[src/rtl/bist_march_ctrl.sv]
// bist_march_ctrl: March C- BIST sequencer for a 2**ADDR_W word SRAM.
// Runs M0 up(w0), M1 up(r0,w1), M2 up(r1,w0), M3 down(r0,w1), M4 down(r1,w0), M5 up(r0).
// It drives the BIST side of the address mux and the SRAM strobes, and checks each read
// one cycle after it is issued. It reports a sticky fail flag and the first failing address.
// Optional build macro: BIST_ABORT_ON_FAIL_EN. When it is defined, the first mismatch ends the
// run early. When it is undefined, the full march always runs.
module bist_march_ctrl #(
  parameter int ADDR_W = 6,
  parameter int DATA_W = 8
) (
  input  logic              clk,
  input  logic              rst,
  input  logic              start,
  output logic              mux_sel,
  output logic [ADDR_W-1:0] bist_addr,
  output logic              bist_we,
  output logic              bist_re,
  output logic [DATA_W-1:0] bist_wdata,
  input  logic [DATA_W-1:0] rdata,
  output logic              busy,
  output logic              done,
  output logic              fail,
  output logic [ADDR_W-1:0] fail_addr
);

  typedef enum logic [3:0] {
    S_IDLE,
    S_M0,
    S_M1,
    S_M2,
    S_M3,
    S_M4,
    S_M5,
    S_DRAIN,
    S_DONE
  } state_t;

  localparam logic [ADDR_W-1:0] ADDR_MAX  = '1;
  localparam logic [ADDR_W-1:0] ADDR_ZERO = '0;
  localparam logic [ADDR_W-1:0] ADDR_ONE  = ADDR_W'(1);

  // March element properties, kept in one place so the sequencer below stays generic.
  function automatic logic is_march(input state_t s);
    return (s == S_M0) || (s == S_M1) || (s == S_M2) ||
           (s == S_M3) || (s == S_M4) || (s == S_M5);
  endfunction

  // Elements that do a read followed by a write at each address.
  function automatic logic is_rw(input state_t s);
    return (s == S_M1) || (s == S_M2) || (s == S_M3) || (s == S_M4);
  endfunction

  function automatic logic is_down(input state_t s);
    return (s == S_M3) || (s == S_M4);
  endfunction

  // Background expected on reads: M2 and M4 read ones, every other element reads zeros.
  function automatic logic rd_bg(input state_t s);
    return (s == S_M2) || (s == S_M4);
  endfunction

  // Background written: M1 and M3 write ones, M0, M2 and M4 write zeros.
  function automatic logic wr_bg(input state_t s);
    return (s == S_M1) || (s == S_M3);
  endfunction

  function automatic state_t next_elem(input state_t s);
    case (s)
      S_M0:    return S_M1;
      S_M1:    return S_M2;
      S_M2:    return S_M3;
      S_M3:    return S_M4;
      S_M4:    return S_M5;
      default: return S_DRAIN;
    endcase
  endfunction

  // Sequencer state.
  state_t            state_q, state_d;
  logic [ADDR_W-1:0] addr_q, addr_d;
  logic              phase_q, phase_d;   // 0 = read cycle A, 1 = write cycle B of an (r,w) pair

  // Compare pipeline: the expected value and the address of the read issued last cycle.
  logic              cmp_valid_q, cmp_valid_d;
  logic [DATA_W-1:0] exp_q, exp_d;
  logic [ADDR_W-1:0] cmp_addr_q, cmp_addr_d;

  // Registered outputs.
  logic              mux_sel_q, mux_sel_d;
  logic [ADDR_W-1:0] bist_addr_q, bist_addr_d;
  logic              bist_we_q, bist_we_d;
  logic              bist_re_q, bist_re_d;
  logic [DATA_W-1:0] bist_wdata_q, bist_wdata_d;
  logic              busy_q, busy_d;
  logic              done_q, done_d;
  logic              fail_q, fail_d;
  logic [ADDR_W-1:0] fail_addr_q, fail_addr_d;

  logic              mismatch;
  logic              abort;
  logic              start_acc;
  logic              elem_last;
  logic              in_march_d;
  logic              wr_op_d;

  // Next-state, compare and output decode. The outputs are decoded from the next state, so
  // each registered output describes the op that the state holds during that cycle.
  always_comb begin
    // NOTE: every signal gets a default before any branch. A path that skips an assignment
    // would otherwise make synthesis infer a latch.
    state_d      = state_q;
    addr_d       = addr_q;
    phase_d      = phase_q;
    cmp_valid_d  = 1'b0;
    exp_d        = exp_q;
    cmp_addr_d   = cmp_addr_q;
    fail_d       = fail_q;
    fail_addr_d  = fail_addr_q;

    mismatch  = cmp_valid_q && (rdata != exp_q);
`ifdef BIST_ABORT_ON_FAIL_EN
    abort     = mismatch;
`else
    abort     = 1'b0;
`endif
    start_acc = start && ((state_q == S_IDLE) || (state_q == S_DONE));
    elem_last = is_down(state_q) ? (addr_q == ADDR_ZERO) : (addr_q == ADDR_MAX);

    // Address and element sequencing.
    case (state_q)
      S_IDLE, S_DONE: begin
        if (start_acc) begin
          state_d = S_M0;
          addr_d  = ADDR_ZERO;
          phase_d = 1'b0;
        end
      end
      S_M0, S_M1, S_M2, S_M3, S_M4, S_M5: begin
        if (abort) begin
          state_d = S_DONE;
          addr_d  = ADDR_ZERO;
          phase_d = 1'b0;
        end else if (is_rw(state_q) && !phase_q) begin
          phase_d = 1'b1;
        end else if (elem_last) begin
          // The next element begins on the very next cycle. Down elements reload from the top.
          state_d = next_elem(state_q);
          addr_d  = is_down(next_elem(state_q)) ? ADDR_MAX : ADDR_ZERO;
          phase_d = 1'b0;
        end else begin
          addr_d  = is_down(state_q) ? (addr_q - ADDR_ONE) : (addr_q + ADDR_ONE);
          phase_d = 1'b0;
        end
      end
      S_DRAIN: begin
        state_d = S_DONE;
        addr_d  = ADDR_ZERO;
        phase_d = 1'b0;
      end
      default: begin
        state_d = S_IDLE;
        addr_d  = ADDR_ZERO;
        phase_d = 1'b0;
      end
    endcase

    // Capture the expectation for the read on the bus now. Its data comes back next cycle.
    // A read issued on the abort cycle is never compared.
    if (bist_re_q) begin
      cmp_valid_d = !abort;
      exp_d       = {DATA_W{rd_bg(state_q)}};
      cmp_addr_d  = bist_addr_q;
    end

    // Sticky fail. Only the first mismatch of a run records its address.
    if (start_acc) begin
      fail_d      = 1'b0;
      fail_addr_d = ADDR_ZERO;
    end else if (mismatch) begin
      fail_d = 1'b1;
      if (!fail_q) fail_addr_d = cmp_addr_q;
    end

    // Output decode from the next state.
    in_march_d   = is_march(state_d);
    wr_op_d      = in_march_d && ((state_d == S_M0) || (is_rw(state_d) && phase_d));
    busy_d       = in_march_d || (state_d == S_DRAIN);
    mux_sel_d    = busy_d;
    done_d       = (state_d == S_DONE);
    bist_we_d    = wr_op_d;
    bist_re_d    = in_march_d && !wr_op_d;
    bist_addr_d  = in_march_d ? addr_d : ADDR_ZERO;
    bist_wdata_d = wr_op_d ? {DATA_W{wr_bg(state_d)}} : '0;
  end

  // All state and output registers. Reset is asynchronous, so mux_sel releases the address
  // mux as soon as rst rises.
  always_ff @(posedge clk or posedge rst) begin
    if (rst) begin
      state_q      <= S_IDLE;
      addr_q       <= ADDR_ZERO;
      phase_q      <= 1'b0;
      cmp_valid_q  <= 1'b0;
      exp_q        <= '0;
      cmp_addr_q   <= ADDR_ZERO;
      mux_sel_q    <= 1'b0;
      bist_addr_q  <= ADDR_ZERO;
      bist_we_q    <= 1'b0;
      bist_re_q    <= 1'b0;
      bist_wdata_q <= '0;
      busy_q       <= 1'b0;
      done_q       <= 1'b0;
      fail_q       <= 1'b0;
      fail_addr_q  <= ADDR_ZERO;
    end else begin
      // NOTE: non-blocking assignments make every register sample the values from before
      // this edge. The order of these lines therefore does not matter.
      state_q      <= state_d;
      addr_q       <= addr_d;
      phase_q      <= phase_d;
      cmp_valid_q  <= cmp_valid_d;
      exp_q        <= exp_d;
      cmp_addr_q   <= cmp_addr_d;
      mux_sel_q    <= mux_sel_d;
      bist_addr_q  <= bist_addr_d;
      bist_we_q    <= bist_we_d;
      bist_re_q    <= bist_re_d;
      bist_wdata_q <= bist_wdata_d;
      busy_q       <= busy_d;
      done_q       <= done_d;
      fail_q       <= fail_d;
      fail_addr_q  <= fail_addr_d;
    end
  end

  assign mux_sel    = mux_sel_q;
  assign bist_addr  = bist_addr_q;
  assign bist_we    = bist_we_q;
  assign bist_re    = bist_re_q;
  assign bist_wdata = bist_wdata_q;
  assign busy       = busy_q;
  assign done       = done_q;
  assign fail       = fail_q;
  assign fail_addr  = fail_addr_q;

endmodule

[config.mk]
export PLATFORM = sky130hd
export DESIGN_NAME = bist_march_ctrl
export DESIGN_NICKNAME = d
export VERILOG_FILES = /design/src/rtl/bist_march_ctrl.sv
export SDC_FILE = /design/constraint.sdc
export NUM_CORES = 1
export LEC_CHECK = 0
export CAP_MARGIN = 0
export CORE_MARGIN = 3
export CORE_UTILIZATION = 55
export CTS_BUF_LIST = sky130_fd_sc_hd__clkbuf_8
export CTS_CLUSTER_SIZE = 10
export DETAILED_ROUTE_END_ITERATION = 7
export GPL_TIMING_DRIVEN = 0
export MAX_ROUTING_LAYER = met4
export PLACE_DENSITY = 0.79
export SETUP_SLACK_MARGIN = 0.02
export SYNTH_ARGS = -nofsm -noshare
export SYNTH_HDL_FRONTEND = slang
export SYNTH_SLANG_ARGS = --single-unit
[constraint.sdc]
create_clock -name clk -period 5.25 [get_ports clk]
set_input_delay 1.05 -clock clk [delete_from_list [all_inputs] [get_ports clk]]
set_output_delay 1.05 -clock clk [all_outputs]
set_load 0.02 [all_outputs]
==> flow_summary.json, run 1 <==
{
  "dp_hpwl_um": 3140,
  "synth_top_flop_cell": "dfrtp_1",
  "firstDrtPassIters": 4,
  "htreeDepth": 2,
  "total_power_mw": 1.01,
  "synthTopCellsByArea": "dfrtp_1, mux2_2, nor2_1",
  "hold_path_class": "flip-flop to flip-flop",
  "syn2layout_area_growth_pct": 26.7,
  "cp-end-kind": "flip-flop",
  "path_cells": "clkdlybuf4s50_1 -> or4_1 -> o41ai_1 -> nor3_2 -> mux2i_1 -> nor2_1",
  "synth_top_area_share": 0.464,
  "critical_path.top_delay_family": "simple AND/OR/NAND/NOR gates",
  "arrival_ns": 3.06,
  "critPathMaxFanout": 6,
  "fin_crit_ns": 2.89,
  "die_area_mm2": 0.00438,
  "insertion_delay_ns": 0.30,
  "outcome": "finished, final reports clean",
  "setup-violations-final": 0,
  "clk_path_buf_depth": 2,
  "synth_top_cell_by_area": "dfrtp_1",
  "holdBufCountCts": 0,
  "cts_buffers": 5,
  "tritoncts": "done",
  "slowest_delay_ns": 0.54,
  "drt-total-wl_um": 4410,
  "antenna_found_initial": 0,
  "grt_usage": 0.226,
  "leakagePower_nw": 1.14,
  "startpoint_type": "input port",
  "grt_max_degree": 38,
  "vias": 1651,
  "start_util": 0.584,
  "ios": 37,
  "fin_ws_ns": 2.36,
  "grt_first_pass_wirelength_um": 7250,
  "die_height_um": 66.2,
  "synth_nets": 218,
  "cts.clk_slew.worst_paths_ns": 0.08,
  "clock_skew_ns": 0.00527,
  "finalMaxSlewViolations": 0,
  "pre_cts_slack_ns": 2.07,
  "synth_cell_types": 49,
  "finalHoldViolCount": 0,
  "tightest_slew_ns": 0.833,
  "fin_nets": 261,
  "cp_slowest_cell": "or4_1",
  "grt-busiest-layer": "met2",
  "first_iter_violations": 76,
  "cts.sinks": 37,
  "synth.avg_cell_area_um2": 9.87,
  "first_global_vias": 1571,
  "fmax_mhz": 346,
  "yosysSeqAreaShare": 0.464,
  "required_ns": 5.41,
  "crit_buf_inv": 1,
  "synth.most_common_cell": "dfrtp_1",
  "rsz0062_at_grt": "no",
  "finalCritPeriodShare": 0.551,
  "yosysWarnings": 0,
  "grtUsageMet1": 0.261,
  "vdd_drop_max_mv": 0.219,
  "worstSetupPathType": "input port to flip-flop",
  "r2r_setup_slack_ns": 2.96,
  "wire_per_inst_um": 15.1,
  "rows": 21,
  "max_slew_margin": 0.441,
  "grt_util_met3": 0.0578,
  "drive_gt1_frac": 0.126,
  "grt_util_met2": 0.379,
  "gp_congestion": 0.804,
  "synth_common_cells": "dfrtp_1, nor2_1, nand2_1",
  "diodes": 0,
  "ant_nets": 0,
  "setup_tns_ns": 0,
  "drc": 0,
  "synth_edf_count": 0,
  "synth_area_mm2": 0.00199,
  "synth_seq_cells": 37,
  "cts_resized": 0,
  "dieWidth_um": 66.2,
  "vias_per_cell": 5.65,
  "p_per_area_mw_per_mm2": 401,
  "postSynth.asyncResetShare": 1.00,
  "core_region_area_mm2": 0.00342,
  "portBuffers": 36,
  "hold_slack_ns": 0.415,
  "cts_setup_buffers": 0,
  "cap_violations": 0,
  "root_buffer": "clkbuf_8",
  "synthCells": 202,
  "grt-ovfl-total": 0
}
sequential cells by signal (all words and copies together), names as in the netlist:
name and count:
bist_re 1, busy 1, addr_q 6, done 1
fail_addr 6, exp_q 1, bist_addr 6, phase_q 1
cmp_addr_q 6, bist_wdata 1, state_q 4, bist_we 1
fail 1, cmp_valid_q 1
kinds of logic after synthesis:
kind of cell             share of synthesized area
buffers and inverters                       0.0602
flip-flops                                   0.464
AND/OR/NAND/NOR                              0.186
XOR/XNOR                                    0.0263
adder cells (fa/ha/maj)                     0.0351
multiplexers                                0.0696
AO/OA/AOI/OAI                                0.159
per-layer routing:
metal | vias up | routed length, um
met5 | - | 0
met4 | 0 | 91
met2 | 62 | 2230
li1 | 786 | -
met3 | 8 | 274
met1 | 795 | 1820
worst paths after layout:
| check | from | to | cells after the start |
|---|---|---|---|
| setup / recovery | rdata[4] | fail_addr[5]$_DFFE_PP0P_ | 6 |
| hold / removal | bist_re$_DFF_PP0_ | cmp_valid_q$_DFF_PP0_ | 0 |
| setup reg to reg | state_q[1]$_DFF_PP0_ | busy$_DFF_PP0_ | 7 |
| hold reg to reg | bist_re$_DFF_PP0_ | cmp_valid_q$_DFF_PP0_ | 0 |
| max in group asynchronous | rst | state_q[1]$_DFF_PP0_ | 2 |
| min in group asynchronous | rst | busy$_DFF_PP0_ | 2 |
area by class of cell:
class / count / area, um^2
Clock buffer: 5 / 68.8
Fill cell: 241 / 888
Sequential cell: 37 / 926
Buffer: 18 / 105
Inverter: 4 / 15.0
Timing Repair Buffer: 36 / 360
Tap cell: 46 / 57.6
Multi-Input combinational cell: 143 / 948
Clock inverter: 3 / 46.3
where the power goes:
part / internal, mW / switching [mW]
clock network: 0.142 / 0.112
logic: 0.164 / 0.176
registers: 0.353 / 0.0671
total: 0.659 / 0.355
stage by stage:
stage                     instance area [um^2]  instances  utilization
after floorplan                           1990        202            -
after global placement                    2410        284        0.706
after detailed placement                  2410        284        0.706
after CTS                                 2530        292        0.740
after global routing                      2530        292        0.740
final                                     2530        292        0.740
cells in the final DEF, fill, tap and decap left out, types with 3 or more instances in the layout:
cell             netlist  layout
dfrtp_1               37      37
clkdlybuf4s50_1        0      36
nor2_1                20      20
nand2_1               17      17
o21ai_1               12      12
a21oi_1               12      12
clkbuf_1               9       9
buf_4                  8       8
mux2_2                 7       7
o21ai_0                6       6
mux2i_1                6       6
xnor2_1                5       5
clkbuf_8               0       5
and2_1                 4       4
a211oi_1               4       4
ha_1                   4       4
nor3_1                 3       3
nand3_1                3       3
a21o_1                 3       3
nand4_1                3       3
worst reg2reg max path, delay by kind of cell, from the launching register on:
kind,cells,cell delay (ns)
AND/OR/NAND/NOR,4,1.19
flip-flops,1,0.46
AO/OA/AOI/OAI,1,0.33
buffers and inverters,2,0.20
(Power assumes the default switching activity.)
==> inputs of run 2 (changes only) <==
Settings changed: CORE_UTILIZATION 55 to 54, PLACE_DENSITY 0.79 to 0.78.
Clock period 5.25 ns to 2.95 ns, I/O delays scaled along.
==> run 2 against run 1 <==
Against the previous run:
- wire length is 3.4% lower
- highest routed layer unchanged
- largest cell class unchanged
- clock power rose by 76%
- via count fell by 0.79%
==> flow_summary.json, run 2 (synthesis results as in run 1) <==
{
  "outcome": "finished, final reports clean",
  "core_region_area_mm2": 0.00344,
  "dp.cells": 284,
  "vias": 1638,
  "layout.cells.non_filler": 292,
  "vdd_drop_max_mv": 0.340,
  "portBuffers": 36,
  "cp_slowest_cell": "or4_1",
  "slowest_delay_ns": 0.53,
  "cts_setup_buffers": 0,
  "multiInputGateArea_um2": 948,
  "design_area_mm2": 0.00253,
  "cp-end-kind": "flip-flop",
  "grt-ovfl-total": 0,
  "seqPwrFrac": 0.419,
  "insertion_delay_ns": 0.28,
  "max_slew_margin": 0.491,
  "critical_path.top_delay_family": "simple AND/OR/NAND/NOR gates",
  "ant_nets": 0,
  "seq_area_um2": 926,
  "cap_violations": 0,
  "syn2layout_area_growth_pct": 27.0,
  "fin_ws_ns": 0.605,
  "grt_usage": 0.222,
  "tightest_slew_ns": 0.758,
  "switchingPower_mw": 0.607,
  "dp_hpwl_um": 3230,
  "die_height_um": 66.8,
  "clkPwrFrac": 0.248,
  "finalCritPeriodShare": 0.795,
  "arrival_ns": 2.50,
  "antenna_found_initial": 0,
  "drt-total-wl_um": 4260,
  "worstSetupPathType": "input port to flip-flop",
  "final_util": 0.736,
  "clock_skew_ns": 0.00267,
  "clk_path_buf_depth": 2,
  "switching_share": 0.337,
  "pwr-share-comb": 0.333,
  "final_cell_mix": "dfrtp_1, clkdlybuf4s50_1, nor2_1",
  "fmax_mhz": 426,
  "p_int_mw": 1.19,
  "nFillCells": 253,
  "fin_crit_ns": 2.35,
  "hold_path_class": "flip-flop to flip-flop",
  "start_util": 0.579,
  "leakagePower_nw": 1.14,
  "drive_gt1_frac": 0.126,
  "placed_area_mm2": 0.00241,
  "fin_nets": 261,
  "diodes": 0,
  "hold_slack_ns": 0.412,
  "ios": 37,
  "cts.sinks": 37,
  "rows": 21,
  "vias_per_cell": 5.61,
  "finalHoldViolCount": 0,
  "cts_buffers": 5,
  "root_buffer": "clkbuf_8",
  "critPathMaxFanout": 6,
  "wire_per_inst_um": 14.6,
  "p_per_area_mw_per_mm2": 711,
  "htreeDepth": 2,
  "cts.clk_slew.worst_paths_ns": 0.07,
  "pre_cts_slack_ns": 0.299,
  "grt_first_pass_wirelength_um": 7120,
  "grt_max_degree": 38,
  "finalMaxSlewViolations": 0,
  "total_power_mw": 1.80,
  "rsz0062_at_grt": "no",
  "die_area_mm2": 0.00446,
  "holdBufCountCts": 0,
  "tritoncts": "done",
  "startpoint_type": "input port",
  "setup-violations-final": 0,
  "path_cells": "clkdlybuf4s50_1 -> or4_1 -> o41ai_1 -> nor3_2 -> mux2i_1 -> nor2_1",
  "drc": 0,
  "first_global_vias": 1579,
  "required_ns": 3.10,
  "first_iter_violations": 76,
  "crit_buf_inv": 1,
  "layout_commonest_cell": "dfrtp_1",
  "firstDrtPassIters": 4,
  "cts_resized": 0,
  "setup_tns_ns": 0,
  "dieWidth_um": 66.8,
  "gp_congestion": 0.863
}
-- run 2: cell types whose count changed in the layout (fill, tap and decap cells not counted), sizes merged --
cell	delta
clkinv	-1
clkbuf	+1
-- run 2: power by group through the flow --
stage / Clock [mW] / Sequential (mW) / Combinational, mW
global route: 0.485 / 0.774 / 0.669
CTS: 0.457 / 0.754 / 0.601
detailed placement: 0 / 0.761 / 0.599
floorplan: 0 / 0.787 / 0.338
global placement: 0 / 0.752 / 0.583
finish: 0.447 / 0.754 / 0.600
-- run 2: path summary, 6_finish.rpt --
check | start | depth (start not counted) | slack [ns] | to
max reg2reg | state_q[1]$_DFF_PP0_ | 7 | 0.72 | busy$_DFF_PP0_
max in group asynchronous | rst | 2 | 1.75 | addr_q[3]$_DFF_PP0_
max | rdata[4] | 6 | 0.60 | fail_addr[1]$_DFFE_PP0P_
min in group asynchronous | rst | 2 | 0.75 | fail$_DFFE_PP0P_
min reg2reg | bist_re$_DFF_PP0_ | 0 | 0.41 | cmp_valid_q$_DFF_PP0_
min | bist_re$_DFF_PP0_ | 0 | 0.41 | cmp_valid_q$_DFF_PP0_
-- run 2: layout make-up --
| type | count | share of cell area |
|---|---|---|
| clock buffers | 6 | 0.0326 |
| multi-input cells | 143 | 0.375 |
| well taps | 46 | 0.0227 |
| flip-flops and latches | 37 | 0.366 |
| inverters | 4 | 0.00593 |
| plain buffers | 18 | 0.0415 |
| repair buffers | 36 | 0.142 |
| clock inverters | 2 | 0.0148 |
-- run 2: per-layer routing --
metal,part of all wire,GRT usage,up-vias
met4,0.012,0.0863,0
met3,0.067,0.0573,8
met5,0,-,-
met2,0.51,0.380,60
met1,0.41,0.249,779
li1,-,-,791
==> inputs of run 3 (changes only) <==
Clock period 2.95 ns to 2.4 ns, I/O delays scaled along.
==> results of run 3 <==
Same layout as run 2 (identical final DEF). Status: finished, final reports clean.
Among the figures that moved: setup slack after placement 0.299 ns -> -0.141 ns; setup slack after layout 0.605 ns -> 0.165 ns; register-to-register setup slack 0.72 ns -> 0.17 ns; total power 1.80 mW -> 2.21 mW; worst IR drop on VDD 0.340 mV -> 0.418 mV
